==> src/rtl/encrypt_ctrl.sv <==
// Encrypt sequencer: walks public-key rows and chunks, masks sample lanes with
// the captured subset, drives the accumulator and buffers per-row ciphertext.
//
// state | meaning
// IDLE  | waiting for start
// RUN   | issuing key reads, row-major with chunk innermost
// DRAIN | last read issued, final data being presented
// FLUSH | enc_en low and row back to 0 so the last row is emitted
// WAIT  | waiting for the last row capture
module encrypt_ctrl #(
  parameter int CIPHERTEXT_WIDTH = 32,
  parameter int DIMENSION        = 128,
  parameter int DIM_WIDTH        = 7,
  parameter int BIG_N            = 30,
  parameter int PARALLEL         = 2,
  localparam int CHUNKS  = (BIG_N + 2*PARALLEL - 1) / (2*PARALLEL),
  localparam int CHUNK_W = (CHUNKS > 1) ? $clog2(CHUNKS) : 1
) (
  input  logic                                       clk,
  input  logic                                       rst_n,
  input  logic                                       start,
  input  logic [BIG_N-1:0]                           subset,
  output logic                                       busy,
  output logic                                       mem_req,
  output logic [DIM_WIDTH:0]                         mem_row,
  output logic [CHUNK_W-1:0]                         mem_chunk,
  input  logic [2*PARALLEL*CIPHERTEXT_WIDTH-1:0]     mem_rdata,
  output logic                                       enc_en,
  output logic [DIM_WIDTH:0]                         enc_row,
  output logic [PARALLEL-1:0][CIPHERTEXT_WIDTH-1:0]  enc_op1,
  output logic [PARALLEL-1:0][CIPHERTEXT_WIDTH-1:0]  enc_op2,
  output logic                                       enc_done,
  input  logic [CIPHERTEXT_WIDTH-1:0]                ct_in,
  output logic                                       ct_valid,
  input  logic                                       ct_ready,
  output logic [CIPHERTEXT_WIDTH-1:0]                ct_data,
  output logic [DIM_WIDTH:0]                         ct_row
);

  localparam int W     = CIPHERTEXT_WIDTH;
  localparam int ROW_W = DIM_WIDTH + 1;
  localparam int LANES = 2 * PARALLEL;
  localparam int SEL_N = CHUNKS * LANES;
  localparam int SEL_W = (SEL_N > 1) ? $clog2(SEL_N) : 1;
  localparam logic [ROW_W-1:0]   LAST_ROW   = ROW_W'(DIMENSION);
  localparam logic [CHUNK_W-1:0] LAST_CHUNK = CHUNK_W'(CHUNKS - 1);
  localparam logic [W-1:0]       MSB        = {1'b1, {(W-1){1'b0}}};

  typedef enum logic [2:0] {S_IDLE, S_RUN, S_DRAIN, S_FLUSH, S_WAIT} state_t;

  state_t             state_q, state_d;
  logic [BIG_N-1:0]   subset_q, subset_d;
  logic [ROW_W-1:0]   iss_row_q, iss_row_d;
  logic [CHUNK_W-1:0] iss_chunk_q, iss_chunk_d;
  logic               rvalid_q, rvalid_d;
  logic [CHUNK_W-1:0] rchunk_q, rchunk_d;
  logic               en_q, en_d;
  logic [ROW_W-1:0]   row_q, row_d;
  logic               b1_q, b1_d, b2_q, b2_d;
  logic [ROW_W-1:0]   b1_row_q, b1_row_d, b2_row_q, b2_row_d;
  logic [W-1:0]       fdata_q [2];
  logic [W-1:0]       fdata_d [2];
  logic [ROW_W-1:0]   frow_q [2];
  logic [ROW_W-1:0]   frow_d [2];
  logic               wr_q, wr_d, rd_q, rd_d;
  logic [1:0]         cnt_q, cnt_d;

  logic [2:0]         occ;
  logic               room, issue, go_flush, push, pop;
  logic [SEL_N-1:0]   sel_vec;
  logic [SEL_W-1:0]   sel_idx;
  logic [LANES-1:0][W-1:0] lanes;

  // A row boundary costs one FIFO slot from the moment it is presented until
  // its word is captured, so occupancy counts both.
  always_comb begin
    occ      = {1'b0, cnt_q} + {2'b0, b1_q} + {2'b0, b2_q};
    room     = (occ < 3'd2);
    issue    = (state_q == S_RUN) && ((iss_chunk_q != '0) || (iss_row_q == '0) || room);
    go_flush = (state_q == S_DRAIN) && room;

    state_d     = state_q;
    subset_d    = subset_q;
    iss_row_d   = iss_row_q;
    iss_chunk_d = iss_chunk_q;
    rvalid_d    = issue;
    rchunk_d    = iss_chunk_q;
    en_d        = en_q;
    row_d       = row_q;

    case (state_q)
      S_IDLE: begin
        if (start) begin
          state_d     = S_RUN;
          subset_d    = subset;
          iss_row_d   = '0;
          iss_chunk_d = '0;
        end
      end
      S_RUN: begin
        if (issue) begin
          en_d  = 1'b1;
          row_d = iss_row_q;
          if (iss_chunk_q == LAST_CHUNK) begin
            iss_chunk_d = '0;
            if (iss_row_q == LAST_ROW) state_d = S_DRAIN;
            else iss_row_d = iss_row_q + ROW_W'(1);
          end else begin
            iss_chunk_d = iss_chunk_q + CHUNK_W'(1);
          end
        end
      end
      S_DRAIN: begin
        if (go_flush) begin
          state_d = S_FLUSH;
          en_d    = 1'b0;
          row_d   = '0;
        end
      end
      S_FLUSH: state_d = S_WAIT;
      S_WAIT:  if (!b1_q && !b2_q) state_d = S_IDLE;
      default: state_d = S_IDLE;
    endcase

    b1_d     = (row_d != row_q);
    b1_row_d = row_q;
    b2_d     = b1_q;
    b2_row_d = b1_row_q;

    push    = b2_q;
    pop     = (cnt_q != 2'd0) && ct_ready;
    fdata_d = fdata_q;
    frow_d  = frow_q;
    if (push) begin
      fdata_d[wr_q] = ct_in;
      frow_d[wr_q]  = b2_row_q;
    end
    wr_d  = wr_q ^ push;
    rd_d  = rd_q ^ pop;
    cnt_d = cnt_q + {1'b0, push} - {1'b0, pop};
  end

  // Lanes with no returning data, an unselected sample or a sample past BIG_N
  // carry MSB=1 so the accumulator skips them.
  always_comb begin
    sel_vec              = '0;
    sel_vec[BIG_N-1:0]   = subset_q;
    sel_idx              = '0;
    lanes                = '0;
    for (int j = 0; j < LANES; j++) begin
      sel_idx  = SEL_W'(int'(rchunk_q) * LANES + j);
      lanes[j] = mem_rdata[j*W +: W];
      if (!rvalid_q)              lanes[j] = MSB;
      else if (!sel_vec[sel_idx]) lanes[j] = lanes[j] | MSB;
    end
  end

  always_ff @(posedge clk or negedge rst_n) begin
    if (!rst_n) begin
      state_q     <= S_IDLE;
      subset_q    <= '0;
      iss_row_q   <= '0;
      iss_chunk_q <= '0;
      rvalid_q    <= 1'b0;
      rchunk_q    <= '0;
      en_q        <= 1'b0;
      row_q       <= '0;
      b1_q        <= 1'b0;
      b2_q        <= 1'b0;
      b1_row_q    <= '0;
      b2_row_q    <= '0;
      for (int i = 0; i < 2; i++) begin
        fdata_q[i] <= '0;
        frow_q[i]  <= '0;
      end
      wr_q        <= 1'b0;
      rd_q        <= 1'b0;
      cnt_q       <= 2'd0;
    end else begin
      state_q     <= state_d;
      subset_q    <= subset_d;
      iss_row_q   <= iss_row_d;
      iss_chunk_q <= iss_chunk_d;
      rvalid_q    <= rvalid_d;
      rchunk_q    <= rchunk_d;
      en_q        <= en_d;
      row_q       <= row_d;
      b1_q        <= b1_d;
      b2_q        <= b2_d;
      b1_row_q    <= b1_row_d;
      b2_row_q    <= b2_row_d;
      fdata_q     <= fdata_d;
      frow_q      <= frow_d;
      wr_q        <= wr_d;
      rd_q        <= rd_d;
      cnt_q       <= cnt_d;
    end
  end

  assign busy      = (state_q != S_IDLE);
  assign mem_req   = issue;
  assign mem_row   = iss_row_q;
  assign mem_chunk = iss_chunk_q;
  assign enc_en    = en_q;
  assign enc_row   = row_q;
  assign enc_op1   = lanes[PARALLEL-1:0];
  assign enc_op2   = lanes[LANES-1:PARALLEL];
  assign enc_done  = (state_q == S_FLUSH);
  assign ct_valid  = (cnt_q != 2'd0);
  assign ct_data   = fdata_q[rd_q];
  assign ct_row    = frow_q[rd_q];

endmodule

==> config.mk <==
export PLATFORM = sky130hd
export DESIGN_NAME = encrypt_ctrl
export DESIGN_NICKNAME = d
export VERILOG_FILES = /design/src/rtl/encrypt_ctrl.sv
export SDC_FILE = /design/constraint.sdc
export NUM_CORES = 1
export LEC_CHECK = 0
export ABC_AREA = 1
export CAP_MARGIN = 10
export CORE_AREA = 4 4 150 152
export DETAILED_ROUTE_END_ITERATION = 10
export DIE_AREA = 0 0 154 156
export GPL_TIMING_DRIVEN = 0
export PLACE_DENSITY = 0.75
export SYNTH_ARGS = -nofsm -noshare
export SYNTH_HDL_FRONTEND = slang
export SYNTH_SLANG_ARGS = --single-unit
==> constraint.sdc <==
create_clock -name clk -period 2.7 [get_ports clk]
set_clock_uncertainty 0.2 [all_clocks]
set_input_delay 0.675 -clock clk [delete_from_list [all_inputs] [get_ports clk]]
set_output_delay 0.675 -clock clk [all_outputs]
set_load 0.02 [all_outputs]
==> results of run 1 <==
stage by stage:
stage / TNS, ns / hold slack [ns]
6_report: 0 / 0.148
3_3_place_gp: -916.49 / 0.131
3_5_place_dp: -15.75 / 0.135
2_1_floorplan: 0 / 0.131
5_1_grt: -0.0121 / 0.154
4_1_cts: -0.0229 / 0.149
layout by cell type (no fill, tap or decap), types with 4 or more instances in the layout:
cell type        count
mux2_2              40
nand2_2              4
inv_2                9
dlygate4sd2_1      154
clkbuf_1            14
nand2_1            337
buf_1                5
nand4_1             19
clkbuf_4            15
dfrtp_2              7
xor2_1               4
nor2_1              21
o21ai_0            105
clkbuf_16           17
dfrtp_1            152
nor2_2               4
inv_1              203
clkbuf_2            13
nand3_1             19
clkdlybuf4s50_1    214
inv_6                5
o211ai_1             7
ha_1                10
buf_4               14
buf_2                4
clkinv_4             4
cell families after synthesis:
logic type                 after synthesis
and+or+nand+nor                        417
buffers and inverters                  262
DFF                                    159
AOI/OAI and AO/OA                      128
muxes                                   40
adders and majority gates               10
xor gates and xnor gates                 7
flip-flops by register name (all words and copies together) (netlist names), 2 cells and up:
| signal | flops |
|---|---|
| frow_q | 16 |
| b1_row_q | 8 |
| fdata_q | 64 |
| b2_row_q | 8 |
| rchunk_q | 3 |
| mem_chunk | 3 |
| enc_row | 8 |
| state_q | 3 |
| mem_row | 8 |
| cnt_q | 2 |
| subset_q | 30 |
worst register-to-register path: stages (launching register included):
cell and delay, ns:
dfrtp_2 0.40, ha_1 0.29, nand2_2 0.07, a21oi_4 0.19
buf_4 0.14, nand3_2 0.16, nand2_1 0.12, inv_1 0.05
nand2_1 0.05, nand2_1 0.05, nand2_1 0.05, nand2_1 0.05
nor2_1 0.12, nand2_1 0.07
path summary, 6_finish.rpt:
check	slack (ns)	from	end
min in group asynchronous	0.56	rst_n	fdata_q[44]$_DFFE_PN0P_
min	0.15	b1_row_q[1]$_DFF_PN0_	b2_row_q[1]$_DFF_PN0_
min reg2reg	0.15	b1_row_q[1]$_DFF_PN0_	b2_row_q[1]$_DFF_PN0_
max in group asynchronous	0.89	rst_n	mem_chunk[1]$_DFFE_PN0P_
max	0.07	rd_q$_DFF_PN0_	ct_data[27]
max reg2reg	0.58	b2_q$_DFF_PN0_	b1_q$_DFF_PN0_
repair_timing:
item / in CTS / in global routing
hold buffers: 1 / 0
pin swaps: 4 / 4
endpoints found under the setup margin: 169 / 28
buffers inserted: 5 / 6
gates resized for setup: 233 / 36
endpoints found under the hold margin: 2 / 0
per-layer routing:
| layer | global-route usage [%] | vias to the layer above |
|---|---|---|
| met5 | 0 | - |
| met4 | 5.68 | 4 |
| met3 | 6.99 | 44 |
| met2 | 34.3 | 313 |
| met1 | 29.0 | 3722 |
| li1 | - | 3954 |
cell type report:
| cell class | instances | area (µm²) | area share (%) |
|---|---|---|---|
| flip-flops and latches | 159 | 3990 | 31.0 |
| repair buffers | 398 | 3740 | 29.1 |
| multi-input cells | 602 | 3100 | 24.1 |
| inverters | 214 | 811 | 6.31 |
| clock buffers | 18 | 439 | 3.42 |
| well taps | 275 | 344 | 2.68 |
| plain buffers | 47 | 279 | 2.17 |
| clock inverters | 14 | 149 | 1.16 |
| diodes | 1 | 2.50 | 0.0195 |
power breakdown:
part           leakage (nW)  total (mW)  switching, mW  internal (mW)
clock network         0.293        2.37           1.04           1.33
registers              1.96        3.73          0.486           3.24
logic                  4.68        7.34           4.44           2.90
==> metrics.md, run 1 <==
| Metric | Value |
|---|---|
| Status | finished clean |
| Mapped Nets | 1227 |
| First-pass GRT wire length | 41800 µm |
| Die height | 156 µm |
| Crit-path cells | clkbuf_2 > o21ai_0 > dlygate4sd2_1 |
| Placed cells | 1684 |
| Synth top area share | 49.4% |
| DR DRC count | 0 |
| Proportion of synthesized area in mux cells | 5.59% |
| Starting DRT DRC Count | 539 |
| Die ar. | 24000 µm² |
| Leak | 6.93 nW |
| Max IR drop VDD | 0.425 mV |
| WHS Path Cells | 0 |
| Vias in the first global route | 8028 |
| Top Metal Used | met5 |
| TritonCTS buffer count | 17 |
| Post-Syn Instances | 1023 |
| Vias per cell | 4.65 |
| GRT Residual Overflow | 0 |
| End-of-flow core utilization | 61.2% |
| Slowest stage delay, CP | 0.49 ns |
| Syn-to-layout area delta | 59.5% |
| Ys flop type | dfrtp_1 |
| Power Total | 13.4 mW |
| Initial antenna violation count | 3 |
| Via count | 8037 |
| Initial core utilization | 38.3% |
| Design area | 12900 µm² |
| Largest family of logic cells by synthesized area | simple AND/OR/NAND/NOR gates |
| Synth Area in Adders | 1.55% |
| Post-route clock period utilization | 97.5% |
| Top cells by area, synth | dfrtp_1 49%, nand2_1 16%, inv_1 9.6%, o21ai_0 6.5%, mux2_2 5.6% |
| Fin cells | 1728 |
| Count leader, synth | nand2_1 |
| Met2 Wirelength | 12700 µm |
| Area after DPL | 12300 µm² |
| Largest net degree at the start of global routing | 93 |
| Synthesized flop and latch total | 159 |
| Fin. max-slew vios | 0 |
| Wire length on met1 | 11700 µm |
| Worst min-delay path class | reg -> reg |
| Final HPWL DP | 21000 µm |
| Synth area leader | dfrtp_1 |
| GP Congestion | 0.851 |
| DRT antenna net count | 0 |
| Ys async rst share | 100% |
| Clock tree buffer depth | 2 |
| DR pass1 iterations | 7 |
| Endpoints failing setup | 0 |
| Synth Area in Compound Gates | 8.72% |
| Site Rows | 53 |
| Met3 WL | 2150 µm |
| Max frequency | 0.380 GHz |
| Total track usage | 21.7% |
| Reg2reg path depth | 13 |
| Crit path kind | reg -> out |
| Simple-gate share of the synthesized area | 21.4% |
| Sink Count | 159 |
| Register area share after synthesis | 49.4% |
| Syn Area/Cell | 7.88 µm² |
| PortBufs | 385 |
| Slew margin rel. | 59.8% |
| Power density over the cells | 1050 nW/µm² |
| Final wirelength | 27000 µm |
| XOR/XNOR Fraction of Synth Area | 0.761% |
| Worst setup SP type | register |
| CP arrival | 1.76 ns |
| Post-DR wirelength/cell | 15.6 µm |
| Core ar. | 21000 µm² |
| Layout cell share with drive strength beyond 1 | 11.3% |
| Post-synth top cells | 338 x nand2_1, 207 x inv_1, 159 x dfrtp_1 |
| Crit-path slowest cell | dfrtp_2 |
| Root buf cell | clkbuf_16 |
| Fin crit period | 2.63 ns |
| Cell Area, Synth | 8060 µm² |
| Crit-path max FO | 10 |
| Die width | 154 µm |
| Worst-Skew Late Latency | 0.42 ns |
| Final count of hold timing violations | 0 |
| Crit path depth | 3 |
| Unique masters post-synth | 36 |
| Crit. End Element | primary output |
| CP Buf/Inv Count | 2 |
| Yosys warns | 0 |
| CTS clk-pin slew, worst paths | 0.06 ns |
| H-tree depth | 4 |
| Fin nets | 1643 |
| IO Pins | 386 |
| Least-Margin Pin Slew | 0.604 ns |
| Critical Path RT | 1.82 ns |
| Fillers | 1875 |
| Worst Slack Setup Final | 0.0662 ns |
| Max Cap Violations | 0 |
| Dpl ws | -0.230 ns |
| Top Family by Delay on Critical Path | buffers and inverters |
| CTS tree | done |
| Number of flops mapped to enable cells by yosys | 0 |
Power figures use the tool's default switching activity.
==> run 2, diff against run 1 <==
--- a/config.mk
+++ b/config.mk
@@ -12,6 +12,7 @@
 export DIE_AREA = 0 0 154 156
 export GPL_TIMING_DRIVEN = 0
 export PLACE_DENSITY = 0.75
+export RECOVER_POWER = 50
 export SYNTH_ARGS = -nofsm -noshare
 export SYNTH_HDL_FRONTEND = slang
 export SYNTH_SLANG_ARGS = --single-unit
==> metrics.md, run 2 (synthesis gave the netlist of run 1 again) <==
| Metric | Value |
|---|---|
| Total track usage | 21.7% |
| Clock tree buffer depth | 2 |
| End-of-flow core utilization | 60.9% |
| Post-DR wirelength/cell | 15.6 µm |
| Least-Margin Pin Slew | 0.840 ns |
| DR pass1 iterations | 7 |
| Critical Path RT | 1.82 ns |
| Slowest stage delay, CP | 0.49 ns |
| Largest regs | fdata_q x64, subset_q x30, frow_q x16 |
| Crit path kind | reg -> out |
| Initial antenna violation count | 3 |
| Via count | 8006 |
| Most common cell after layout, fill and taps aside | nand2_1 |
| Crit-path slowest cell | dfrtp_2 |
| GP Congestion | 0.851 |
| Endpoints failing setup | 0 |
| Largest Register | fdata_q |
| Placed cells | 1684 |
| Post-route clock period utilization | 97.7% |
| CTS tree | done |
| Worst-Skew Late Latency | 0.42 ns |
| Design area | 12800 µm² |
| Die width | 154 µm |
| Power density over the cells | 1050 nW/µm² |
| Die height | 156 µm |
| First-pass GRT wire length | 41800 µm |
| Die ar. | 24000 µm² |
| Top Family by Delay on Critical Path | buffers and inverters |
| H-tree depth | 4 |
| Fin crit period | 2.64 ns |
| Fin cells | 1728 |
| Starting DRT DRC Count | 621 |
| DRT antenna net count | 0 |
| Number of flip-flops in the largest register | 64 |
| Power Total | 13.4 mW |
| Sink Count | 159 |
| Max Cap Violations | 0 |
| Crit-path max FO | 10 |
| Slew margin rel. | 44.0% |
| CP Buf/Inv Count | 2 |
| Largest net degree at the start of global routing | 93 |
| CTS clk-pin slew, worst paths | 0.06 ns |
| Fin. max-slew vios | 0 |
| Vias per cell | 4.63 |
| Crit. End Element | primary output |
| Root buf cell | clkbuf_16 |
| Worst min-delay path class | reg -> reg |
| Max frequency | 0.379 GHz |
| CP arrival | 1.76 ns |
| Layout cell share with drive strength beyond 1 | 10.7% |
| Syn-to-layout area delta | 58.9% |
| Commonest non-fill, non-tap cells in the layout | 338 x nand2_1, 214 x clkdlybuf4s50_1, 205 x inv_1 |
| Site Rows | 53 |
| Leak | 6.91 nW |
| TritonCTS buffer count | 17 |
| Setup TNS | 0 ns |
| Fin nets | 1643 |
| Core ar. | 21000 µm² |
| IO Pins | 386 |
| Final count of hold timing violations | 0 |
| PortBufs | 385 |
| DR DRC count | 0 |
| Final HPWL DP | 21000 µm |
| Initial core utilization | 38.3% |
| Crit-path cells | clkbuf_2 > o21ai_0 > dlygate4sd2_1 |
| Final wirelength | 27000 µm |
| Area after DPL | 12300 µm² |
| Worst setup SP type | register |
| Vias in the first global route | 8028 |
| Status | finished clean |
| GRT Residual Overflow | 0 |
| Max IR drop VDD | 0.425 mV |
[run 2: cell count changes in the layout (fill, tap and decap cells not counted), sizes merged]
cell / change
buf: -8
clkbuf: +8
[run 2: final cells by class]
type | instances | area, µm²
fill | 1880 | 8210
multi-input combinational | 602 | 3090
timing repair buffer | 398 | 3710
tap | 275 | 344
sequential | 159 | 3990
clock inverter | 14 | 149
inverter | 214 | 811
antenna | 1 | 2.50
clock buffer | 18 | 439
buffer | 47 | 272
[run 2: power by group]
part           switching, mW  internal (mW)  total, mW
Combinational           4.43           2.87       7.30
Sequential             0.485           3.24       3.73
Clock                   1.04           1.33       2.37
[run 2: layer usage]
metal | vias to the layer above | global-route usage, % | part of all wire [%]
met5 | - | 0 | 0.10
met3 | 44 | 6.99 | 7.6
met2 | 299 | 34.3 | 47
met1 | 3704 | 29.0 | 43
met4 | 4 | 5.68 | 1.8
li1 | 3955 | - | -
[run 2: worst paths after layout]
kind / end / slack [ns] / cells after the start / start
worst min register to register: b2_row_q[1]$_DFF_PN0_ / 0.15 / 0 / b1_row_q[1]$_DFF_PN0_
worst max register to register: state_q[0]$_DFFE_PN0P_ / 0.24 / 10 / b2_q$_DFF_PN0_
min in group asynchronous: fdata_q[44]$_DFFE_PN0P_ / 0.56 / 2 / rst_n
worst min-delay path: b2_row_q[1]$_DFF_PN0_ / 0.15 / 0 / b1_row_q[1]$_DFF_PN0_
worst max-delay path: ct_data[27] / 0.06 / 3 / rd_q$_DFF_PN0_
max in group asynchronous: mem_chunk[1]$_DFFE_PN0P_ / 0.49 / 3 / rst_n
[run 2: through the flow]
step	hold slack (ns)	setup WS [ns]
global route	0.154	-0.00815
floorplan	0.131	0.496
detailed placement	0.135	-0.230
finish	0.148	0.0619
global placement	0.131	-5.66
CTS	0.149	-0.0229
[run 2: repair_timing]
action / 4_1_cts / 5_1_grt
resized for setup: 233 / 36
hold buffers: 1 / 0
cloned: 0 / 0
pin swaps: 4 / 4
setup endpoints to repair: 169 / 28
hold endpoints to repair: 2 / 0
setup buffers: 5 / 6
[run 2: worst register-to-register path, delay by kind of cell (launching register included)]
kind / cells / cell delay, ns
and+or+nand+nor: 4 / 0.75
AOI/OAI and AO/OA: 3 / 0.32
adders and majority gates: 1 / 0.19
buffers and inverters: 2 / 0.53
DFF: 1 / 0.40
==> run 3, diff against run 2 <==
--- a/config.mk
+++ b/config.mk
@@ -12,7 +12,8 @@
 export DIE_AREA = 0 0 154 156
 export GPL_TIMING_DRIVEN = 0
 export PLACE_DENSITY = 0.75
-export RECOVER_POWER = 50
+export RECOVER_POWER = 100
+export SLEW_MARGIN = 0
 export SYNTH_ARGS = -nofsm -noshare
 export SYNTH_HDL_FRONTEND = slang
 export SYNTH_SLANG_ARGS = --single-unit
==> metrics.md, run 3 (synthesis gave the netlist of run 1 again) <==
| Metric | Value |
|---|---|
| Post-route clock period utilization | 97.7% |
| CP Buf/Inv Count | 2 |
| Initial antenna violation count | 3 |
| GRT Residual Overflow | 0 |
| Crit path depth | 3 |
| Final HPWL DP | 21000 µm |
| Sink Count | 159 |
| Max IR drop VDD | 0.425 mV |
| Leak | 6.90 nW |
| Max frequency | 0.379 GHz |
| Worst-Skew Late Latency | 0.42 ns |
| TritonCTS buffer count | 17 |
| Vias in the first global route | 8028 |
| Most common cell after layout, fill and taps aside | nand2_1 |
| Via count | 7999 |
| CP arrival | 1.76 ns |
| Die height | 156 µm |
| First-pass GRT wire length | 41800 µm |
| Crit path kind | reg -> out |
| Number of flip-flops in the largest register | 64 |
| Worst hold slack | 0.148 ns |
| Final count of hold timing violations | 0 |
| Worst min-delay path class | reg -> reg |
| Commonest non-fill, non-tap cells in the layout | 339 x nand2_1, 205 x inv_1, 192 x clkdlybuf4s50_1 |
| Worst setup SP type | register |
| CTS tree | done |
| Crit-path max FO | 10 |
| Largest net degree at the start of global routing | 93 |
| Clock tree buffer depth | 2 |
| Power density over the cells | 1040 nW/µm² |
| Endpoints failing setup | 0 |
| Crit. End Element | primary output |
| Slowest stage delay, CP | 0.49 ns |
| Fin crit period | 2.64 ns |
| Top Family by Delay on Critical Path | buffers and inverters |
| Setup TNS | 0 ns |
| Largest regs | fdata_q x64, subset_q x30, frow_q x16 |
| Starting DRT DRC Count | 627 |
| Die width | 154 µm |
| Largest Register | fdata_q |
| DR DRC count | 0 |
| Initial core utilization | 38.3% |
| Crit-path slowest cell | dfrtp_2 |
| DRT antenna net count | 0 |
| End-of-flow core utilization | 60.8% |
| Max Cap Violations | 0 |
| Fin nets | 1643 |
| Reg2reg path depth | 10 |
| DR pass1 iterations | 5 |
| WHS Path Cells | 0 |
| H-tree depth | 4 |
| Final wirelength | 27000 µm |
| Die ar. | 24000 µm² |
| Root buf cell | clkbuf_16 |
| Syn-to-layout area delta | 58.6% |
| CTS clk-pin slew, worst paths | 0.06 ns |
| Crit-path cells | clkbuf_2 > o21ai_0 > dlygate4sd2_1 |
| IO Pins | 386 |
| Post-DR wirelength/cell | 15.6 µm |
| Slew margin rel. | 44.0% |
| Site Rows | 53 |
| Vias per cell | 4.63 |
| Layout cell share with drive strength beyond 1 | 10.5% |
| Critical Path RT | 1.82 ns |
| Area after DPL | 12300 µm² |
| PortBufs | 385 |
| Total track usage | 21.7% |
| Status | finished clean |
| GP Congestion | 0.851 |
| Least-Margin Pin Slew | 0.840 ns |
| Design area | 12800 µm² |
| Power Total | 13.3 mW |
| Core ar. | 21000 µm² |
| Fin. max-slew vios | 0 |
==> run 3: cell count changes in the layout (fill, tap and decap cells not counted), sizes merged <==
cell           previous run  this run
clkdlybuf4s50           214       192
clkbuf                   69        71
dlygate4sd3               1        23
dlymetal6s2s              2         0
==> run 3: final timing paths <==
check	from	endpoint	slack (ns)
max	rd_q$_DFF_PN0_	ct_data[27]	0.06
min	b1_row_q[1]$_DFF_PN0_	b2_row_q[1]$_DFF_PN0_	0.15
max reg2reg	b2_q$_DFF_PN0_	state_q[0]$_DFFE_PN0P_	0.24
min reg2reg	b1_row_q[1]$_DFF_PN0_	b2_row_q[1]$_DFF_PN0_	0.15
min in group asynchronous	rst_n	fdata_q[44]$_DFFE_PN0P_	0.56
max in group asynchronous	rst_n	mem_chunk[1]$_DFFE_PN0P_	0.49
==> run 3: repair_timing <==
| item | CTS | global route |
|---|---|---|
| endpoints found under the hold margin | 2 | 0 |
| hold buffers | 1 | 0 |
| buffers inserted | 5 | 6 |
| gates resized for setup | 233 | 36 |
| pin swaps | 4 | 4 |
| endpoints found under the setup margin | 169 | 28 |
==> run 3: final cells by class <==
class                           count  area (µm²)
Tap cell                          275         344
Timing Repair Buffer              398        3690
Clock buffer                       18         439
Inverter                          214         811
Clock inverter                     14         149
Buffer                             47         272
Antenna cell                        1        2.50
Sequential cell                   159        3990
Multi-Input combinational cell    602        3090
Fill cell                        1881        8240
==> run 3: routing by layer <==
| metal | vias up | global-route usage, % | part of all wire, % |
|---|---|---|---|
| met5 | - | 0 | 0.10 |
| met4 | 4 | 5.68 | 1.8 |
| met3 | 46 | 6.99 | 7.6 |
| met2 | 299 | 34.3 | 47 |
| met1 | 3696 | 29.0 | 43 |
| li1 | 3954 | - | - |
==> run 3: per-stage QoR <==
step	std cells	setup slack, ns
after CTS	1721	-0.0229
after detailed placement	1684	-0.230
final	1728	0.0622
after floorplan	1023	0.496
after global routing	1728	-0.00815
after global placement	1683	-5.66
==> run 3: power breakdown <==
group / leakage, nW / internal (mW) / switching (mW)
clock network: 0.293 / 1.33 / 1.04
logic: 4.64 / 2.82 / 4.43
registers: 1.96 / 3.24 / 0.482
total: 6.90 / 7.39 / 5.95
